File: src/rtl/des_pkg.sv
// Shared DES datapath constants for the decrypt front end.
//   DES_BLOCK_W     : bits per cipher block
//   DES_BYTE_W      : bits per stream byte
//   DES_BLOCK_BYTES : bytes per cipher block
package des_pkg;

  localparam int unsigned DES_BLOCK_W     = 64;
  localparam int unsigned DES_BYTE_W      = 8;
  localparam int unsigned DES_BLOCK_BYTES = DES_BLOCK_W / DES_BYTE_W;

endpackage

File: src/rtl/des_block_hold_reg.sv
// Single-entry valid/ready output register holding one cipher block and its last flag.
// Loaded only when free (empty, or being drained this cycle), so a new block can replace
// the old one at the edge it is consumed.
//   clk, rst_n                 : clock, synchronous active-low reset
//   load, load_data, load_last : write a new block (caller guarantees free=1)
//   data, valid, last          : held block towards downstream
//   ready                      : downstream takes the block this cycle
//   free                       : register may be loaded this cycle
module des_block_hold_reg
  import des_pkg::*;
(
  input  logic                   clk,
  input  logic                   rst_n,
  input  logic                   load,
  input  logic [DES_BLOCK_W-1:0] load_data,
  input  logic                   load_last,
  output logic [DES_BLOCK_W-1:0] data,
  output logic                   valid,
  output logic                   last,
  input  logic                   ready,
  output logic                   free
);

  logic [DES_BLOCK_W-1:0] data_q;
  logic                   valid_q;
  logic                   last_q;

  assign free  = !valid_q || ready;
  assign data  = data_q;
  assign valid = valid_q;
  assign last  = last_q;

  always_ff @(posedge clk) begin
    if (!rst_n) begin
      data_q  <= '0;
      valid_q <= 1'b0;
      last_q  <= 1'b0;
    end else if (load) begin
      data_q  <= load_data;
      last_q  <= load_last;
      valid_q <= 1'b1;
    end else if (ready) begin
      // Drained with no replacement; data and last keep their old values.
      valid_q <= 1'b0;
    end
  end

endmodule

File: src/rtl/des_cipher_block_packer.sv
// Packs a ciphertext byte stream into 64-bit DES blocks. An assembly shift register fills
// while the hold register presents the previous block downstream. A message that ends on a
// partial block is discarded, flagged with a one-cycle frag_error pulse and counted in the
// saturating dropped_bytes counter.
//   clk, rst_n                         : clock, synchronous active-low reset
//   byte_in, byte_valid, byte_last     : input byte stream
//   byte_ready                         : byte accepted this cycle
//   block_out, block_valid, block_last : assembled block stream
//   block_ready                        : downstream takes block this cycle
//   frag_error                         : pulse, message ended on a partial block
//   dropped_bytes                      : saturating count of discarded fragment bytes
module des_cipher_block_packer
  import des_pkg::*;
#(
  parameter int unsigned BLOCK_BYTES = DES_BLOCK_BYTES,
  parameter int unsigned MSB_FIRST   = 1,
  parameter int unsigned CNT_W       = 16
) (
  input  logic                   clk,
  input  logic                   rst_n,
  input  logic [DES_BYTE_W-1:0]  byte_in,
  input  logic                   byte_valid,
  input  logic                   byte_last,
  output logic                   byte_ready,
  output logic [DES_BLOCK_W-1:0] block_out,
  output logic                   block_valid,
  output logic                   block_last,
  input  logic                   block_ready,
  output logic                   frag_error,
  output logic [CNT_W-1:0]       dropped_bytes
);

  localparam int unsigned FillW = $clog2(BLOCK_BYTES + 1);
  localparam logic [FillW-1:0] Full    = FillW'(BLOCK_BYTES);
  localparam logic [FillW-1:0] LastIdx = FillW'(BLOCK_BYTES - 1);

  logic [FillW-1:0]       cnt_q, cnt_d;
  logic [DES_BLOCK_W-1:0] asm_q, asm_d, shifted;
  logic                   asm_last_q, asm_last_d;
  logic                   frag_q, frag_d;
  logic [CNT_W-1:0]       dropped_q, dropped_d;
  logic [CNT_W:0]         drop_sum;

  logic                   load;
  logic [DES_BLOCK_W-1:0] load_data;
  logic                   load_last;
  logic                   out_free;
  logic                   byte_fire;

  // cnt_q == Full means the assembly register holds a finished block queued behind the
  // output register; no further bytes are taken until it moves.
  assign byte_ready    = rst_n && (cnt_q != Full);
  assign byte_fire     = byte_valid && byte_ready;
  assign frag_error    = frag_q;
  assign dropped_bytes = dropped_q;

  always_comb begin
    shifted = asm_q;
    if (MSB_FIRST != 0) begin
      shifted = {asm_q[DES_BLOCK_W-DES_BYTE_W-1:0], byte_in};
    end else begin
      shifted = {byte_in, asm_q[DES_BLOCK_W-1:DES_BYTE_W]};
    end
  end

  // Fragment length is cnt_q + 1, including the byte carrying byte_last.
  assign drop_sum = {1'b0, dropped_q} + (CNT_W + 1)'(cnt_q) + (CNT_W + 1)'(1);

  always_comb begin
    cnt_d      = cnt_q;
    asm_d      = asm_q;
    asm_last_d = asm_last_q;
    frag_d     = 1'b0;
    dropped_d  = dropped_q;
    load       = 1'b0;
    load_data  = asm_q;
    load_last  = asm_last_q;

    if (cnt_q == Full) begin
      if (out_free) begin
        load  = 1'b1;
        cnt_d = '0;
      end
    end else if (byte_fire) begin
      if (cnt_q == LastIdx) begin
        if (out_free) begin
          // Completed block bypasses the assembly register straight into the output.
          load      = 1'b1;
          load_data = shifted;
          load_last = byte_last;
          cnt_d     = '0;
        end else begin
          asm_d      = shifted;
          asm_last_d = byte_last;
          cnt_d      = Full;
        end
      end else if (byte_last) begin
        cnt_d     = '0;
        frag_d    = 1'b1;
        dropped_d = drop_sum[CNT_W] ? '1 : drop_sum[CNT_W-1:0];
      end else begin
        asm_d = shifted;
        cnt_d = cnt_q + FillW'(1);
      end
    end
  end

  always_ff @(posedge clk) begin
    if (!rst_n) begin
      cnt_q      <= '0;
      asm_q      <= '0;
      asm_last_q <= 1'b0;
      frag_q     <= 1'b0;
      dropped_q  <= '0;
    end else begin
      cnt_q      <= cnt_d;
      asm_q      <= asm_d;
      asm_last_q <= asm_last_d;
      frag_q     <= frag_d;
      dropped_q  <= dropped_d;
    end
  end

  des_block_hold_reg u_hold (
    .clk       (clk),
    .rst_n     (rst_n),
    .load      (load),
    .load_data (load_data),
    .load_last (load_last),
    .data      (block_out),
    .valid     (block_valid),
    .last      (block_last),
    .ready     (block_ready),
    .free      (out_free)
  );

endmodule
File: config.mk
export PLATFORM = sky130hd
export DESIGN_NAME = des_cipher_block_packer
export DESIGN_NICKNAME = d
export VERILOG_FILES = /design/src/rtl/des_pkg.sv /design/src/rtl/des_block_hold_reg.sv /design/src/rtl/des_cipher_block_packer.sv
export SDC_FILE = /design/constraint.sdc
export NUM_CORES = 1
export LEC_CHECK = 0
export CAP_MARGIN = 20
export CORE_UTILIZATION = 45
export CTS_CLUSTER_DIAMETER = 120
export DETAILED_ROUTE_END_ITERATION = 8
export PLACE_DENSITY = 0.68
export SLEW_MARGIN = 10
export SYNTH_ARGS = -nofsm -noshare
export SYNTH_HDL_FRONTEND = slang
export SYNTH_HIERARCHICAL = 1
export SYNTH_SLANG_ARGS = --single-unit
File: constraint.sdc
create_clock -name clk -period 3.7 [get_ports clk]
set_clock_uncertainty 0.05 [all_clocks]
set_input_delay 0.555 -clock clk [delete_from_list [all_inputs] [get_ports clk]]
set_output_delay 0.555 -clock clk [all_outputs]
set_load 0.1 [all_outputs]
Yosys cells after proc, flatten, opt, wreduce, memory -nomap -nowiden
Index checks and enable logic that the tools add are counted.
{ "op_classes": {"n_addsub": 3, "n_eq_ne": 6, "muxes": 25, "bitwise": 5, "reduce_logical": 11} }
{ "op_table": {"columns": ["cell", "n"], "rows": [
  ["$mux 64", 7],
  ["$mux 4", 6],
  ["$add 16x4->17", 1],
  ["$add 17x1->17 const B", 1],
  ["$mux 16", 1],
  ["$reduce_and 4->1", 3],
  ["$mux 1", 11],
  ["$not 1->1", 5],
  ["$add 4x1->4 const B", 1],
  ["$eq 4x3->1 const B", 1],
  ["$eq 4x4->1 const B", 1],
  ["$ne 2x2->1 const B", 2],
  ["$ne 4x4->1 const B", 1],
  ["$reduce_bool 2->1", 2],
  ["$reduce_or 4->1", 1],
  ["$logic_and 1x1->1", 2],
  ["$ne 2x1->1 const B", 1],
  ["$reduce_and 2->1", 1],
  ["$logic_not 1->1", 1],
  ["$logic_or 1x1->1", 1]
]} }
{ "totals": {"ff_bits": 152, "in_bits": 13, "out_inout_bits": 84, "elab_cells": 58} }

Longest topological paths before layout
{ "logic_depth": {"word_depth": 7, "depth_mapped": 10, "mapped_depth_nobuf": 9} }

Hierarchy
The synthesis kept the hierarchy.
{ "modules_own_cells": {"columns": ["module", "n_inst", "cells_each", "area_each_um2", "seq_area_each_um2"], "rows": [
  ["des_cipher_block_packer", 1, 501, 4289.1, 1721.7],
  ["des_block_hold_reg", 1, 214, 2546.2, 1321.3]
]} }

Worst setup path before layout
Ideal clock, no wire load.
{ "synth_timing": {"path_kind": "input to output", "startpoint": "input port rst_n", "endpoint": "output port byte_ready", "arrival_ps": 2457, "required_ps": 3095, "path_slack_ps": 638, "stages": 4, "path_buffers": 2, "path_cell_list": "clkbuf_1 clkinv_1 clkbuf_1 nor2_1"} }
{ "synth_via": {"elab_chain_len": 1} }
{ "synth_rtl": {"columns": ["item", "line_no", "text"], "rows": [
  ["start: declaration", "des_cipher_block_packer.sv:20", "input logic rst_n,"],
  ["$logic_and 1x1->1", "des_cipher_block_packer.sv:52", "assign byte_ready = rst_n && (cnt_q != Full);"],
  ["end: declaration", "des_cipher_block_packer.sv:24", "output logic byte_ready,"]
]} }
Every way passes these cells.

Final worst setup path
{ "layout_timing": {"startpoint": "register dropped_q[10] (netlist: dropped_bytes[10])", "endpoint": "output port dropped_bytes[10]"} }
{ "layout_lines": {"columns": ["item", "line_no", "text"], "rows": [
  ["start: declaration", "des_cipher_block_packer.sv:41", "logic [CNT_W-1:0] dropped_q, dropped_d;"],
  ["start signal: assignment", "des_cipher_block_packer.sv:120", "dropped_q <= dropped_d;"],
  ["end: declaration", "des_cipher_block_packer.sv:30", "output logic [CNT_W-1:0] dropped_bytes"]
]} }
No word-level cell between the ends.

==> results_dict.tcl <==
set metrics [dict create \
    seq_area_mm2 0.00304 \
    netlist_area_mm2 0.00684 \
    final_cell_mix "dfxtp_1, nand2_1, clkdlybuf4s50_1" \
    postSynth.asyncResetShare 0 \
    antenna_found_initial 0 \
    startpoint_type "register" \
    first_pass_iters 6 \
    area_growth_pct 22.1 \
    max_freq_mhz 379 \
    worst_path_largest_cell_delay_ps 1180 \
    hpwl_mm 9.68 \
    num_vias 5092 \
    path_buf_inv 1 \
    cts.path.max_buffers 2 \
    antenna_cells 0 \
    fin_tns_setup_ps 0 \
    syn_nets 735 \
    fin_nets 813 \
    max_cap_violations 0 \
    top_layer_used "met4" \
    multi_input_area_mm2 0.00344 \
    grt_max_degree 79 \
    viasPerCell 5.15 \
    ys_types 45 \
    cts-buffers-inserted 17 \
    dieArea_mm2 0.0157 \
    crit_path_max_fanout 7 \
    crit_type "reg2out" \
    globalRoute.totalOverflow 0 \
    synth_area_per_cell_um2 9.56 \
    core_area_mm2 0.0147 \
    fin_area_mm2 0.00835 \
    synth-edff-count 0 \
    routedWlPerCell_um 15.1 \
    grt_pass1_vias 4872 \
    start_util 0.465 \
    wl_met1_mm 7.04 \
    gp_congestion 0.853 \
    rsz0062_at_grt "false" \
    cp_top_family "buffers and inverters" \
    cts_tree "built" \
    drc 8 \
    cts_max_level 4 \
    ant_nets 0 \
    postPlaceCellArea_mm2 0.00780 \
    period_minus_slack_ps 2640 \
    worst_skew_pair.late_latency_ps 420 \
    grt_pass1_wl_mm 24.8 \
    syn_inst 715 \
    critPathArrivalTime_ps 2040 \
    clkTransAtPathRegs_ps 50 \
    critPathCaptureType "primary output" \
    io_pins 97 \
    die_w_um 125 \
    ys_warn_count 6 \
    max-slew-margin-rel 0.302 \
    grt_usage 0.197 \
    crit_slowest_cell "clkdlybuf4s50_1" \
    violations "DRC" \
    route.met3.wl_um 731 \
    timing.hold.ws_ps 403 \
    worstMarginPinSlew_ps 1040 \
    cts_hold_buf 0 \
    cp_cell_sequence "clkdlybuf4s50_1" \
    nFillCells 1266 \
    yosysSeqAreaShare 0.445 \
    hold_viol_final 0 \
    cts-root-buf "clkbuf_16" \
    ys_ff_latch 152 \
    power_density_mw_per_mm2 416 \
    rows 44 \
    post_cts_buffers 0 \
    ir_worst_vdd_v 0.000293 \
    drive_gt1_frac 0.139 \
    io_buffers 96 \
    die_h_um 125 \
    slew_violations 0 \
    p_leak_nw 2.96 \
    min_period_over_period 0.714 \
    drt-total-wl_mm 14.9 \
    drt-initial-drc-count 308 \
    met2_wirelength_mm 6.93 \
    layout_commonest_cell "dfxtp_1" \
    ctsResizeCount 0 \
    crit_required_ps 3090 \
    synth_ff_type "dfxtp_1" \
    hold_class "reg2reg" \
    setup_violations 0 \
    cts.sinks 152 \
    status "finished, violations left" \
]
metal layers:
| layer | track usage | vias to the layer above |
|---|---|---|
| li1 | - | 2587 |
| met1 | 0.258 | 2369 |
| met2 | 0.309 | 116 |
| met3 | 0.0496 | 20 |
| met4 | 0.0796 | 0 |
| met5 | 0 | - |
cells in the mapped netlist (all sizes together) (4+ instances only):
library cell,number,area [um^2]
nand2,137,514
nor2,13,48.8
nand3,7,40.0
o21ai,11,55.1
nand4,5,31.3
a211oi,5,37.5
mux2,65,732
clkbuf,22,83.8
ha,6,75.1
a31oi,5,31.3
nor2b,66,413
dfxtp,152,3040
inv,9,33.8
mux2i,68,681
and4,4,35.0
xnor2,7,61.3
buf,23,238
a21oi,78,390
per-stage QoR:
step | cells | total power, W | worst slack, ps | util
floorplan | 715 | 0.00191 | 638 | -
global placement | 958 | 0.00194 | 825 | 0.531
detailed placement | 958 | 0.00194 | 669 | 0.531
CTS | 988 | 0.00351 | 1040 | 0.568
global route | 988 | 0.00360 | 900 | 0.568
finish | 988 | 0.00348 | 1060 | 0.568
state kept, by name (all words and copies together), names as in the netlist:
signal         cells
u_hold/valid       1
frag_error         1
dropped_bytes     16
cnt_q              4
u_hold/data       64
asm_last_q         1
u_hold/last        1
asm_q             64
layout make-up:
class                   count  share of cell area
clock buffers              23              0.0597
clock inverters             7             0.00540
inverters                  11             0.00510
multi-input cells         507               0.412
flip-flops and latches    152               0.365
well taps                 184              0.0276
repair buffers            104               0.126
worst register-to-register path, delay by kind of cell (launching register included):
family / cells / cell delay, ps
AO/OA/AOI/OAI: 1 / 330
AND/OR/NAND/NOR: 2 / 300
adder cells (fa/ha/maj): 1 / 210
buffers and inverters: 3 / 950
multiplexers: 1 / 200
flip-flops: 1 / 470
where the power goes:
| part | switching, W | total, W | internal, W |
|---|---|---|---|
| clock network | 0.000635 | 0.00157 | 0.000934 |
| registers | 0.0000106 | 0.00166 | 0.00165 |
| logic | 0.000159 | 0.000249 | 0.0000900 |
| total | 0.000805 | 0.00348 | 0.00267 |
final timing paths:
path / start / end / slack (ps) / cells past startpoint
setup / recovery: dropped_bytes[10]$_SDFFE_PN0P_ / dropped_bytes[10] / 1060 / 1
hold / removal: asm_q[62]$_SDFFE_PN0P_ / asm_q[62]$_SDFFE_PN0P_ / 400 / 2
setup reg to reg: cnt_q[1]$_SDFFE_PN0P_ / u_hold/data[22]$_SDFFE_PN0P_ / 1080 / 8
hold reg to reg: asm_q[62]$_SDFFE_PN0P_ / asm_q[62]$_SDFFE_PN0P_ / 400 / 2
kinds of logic after synthesis:
family	count (synthesis)	share of synthesized area
adder cells (fa/ha/maj)	7	0.0139
flip-flops	152	0.445
multiplexers	133	0.207
buffers and inverters	56	0.0531
AO/OA/AOI/OAI	108	0.0895
XOR/XNOR	10	0.0128
AND/OR/NAND/NOR	249	0.179
Note: power is estimated with default switching activity, not from simulation.
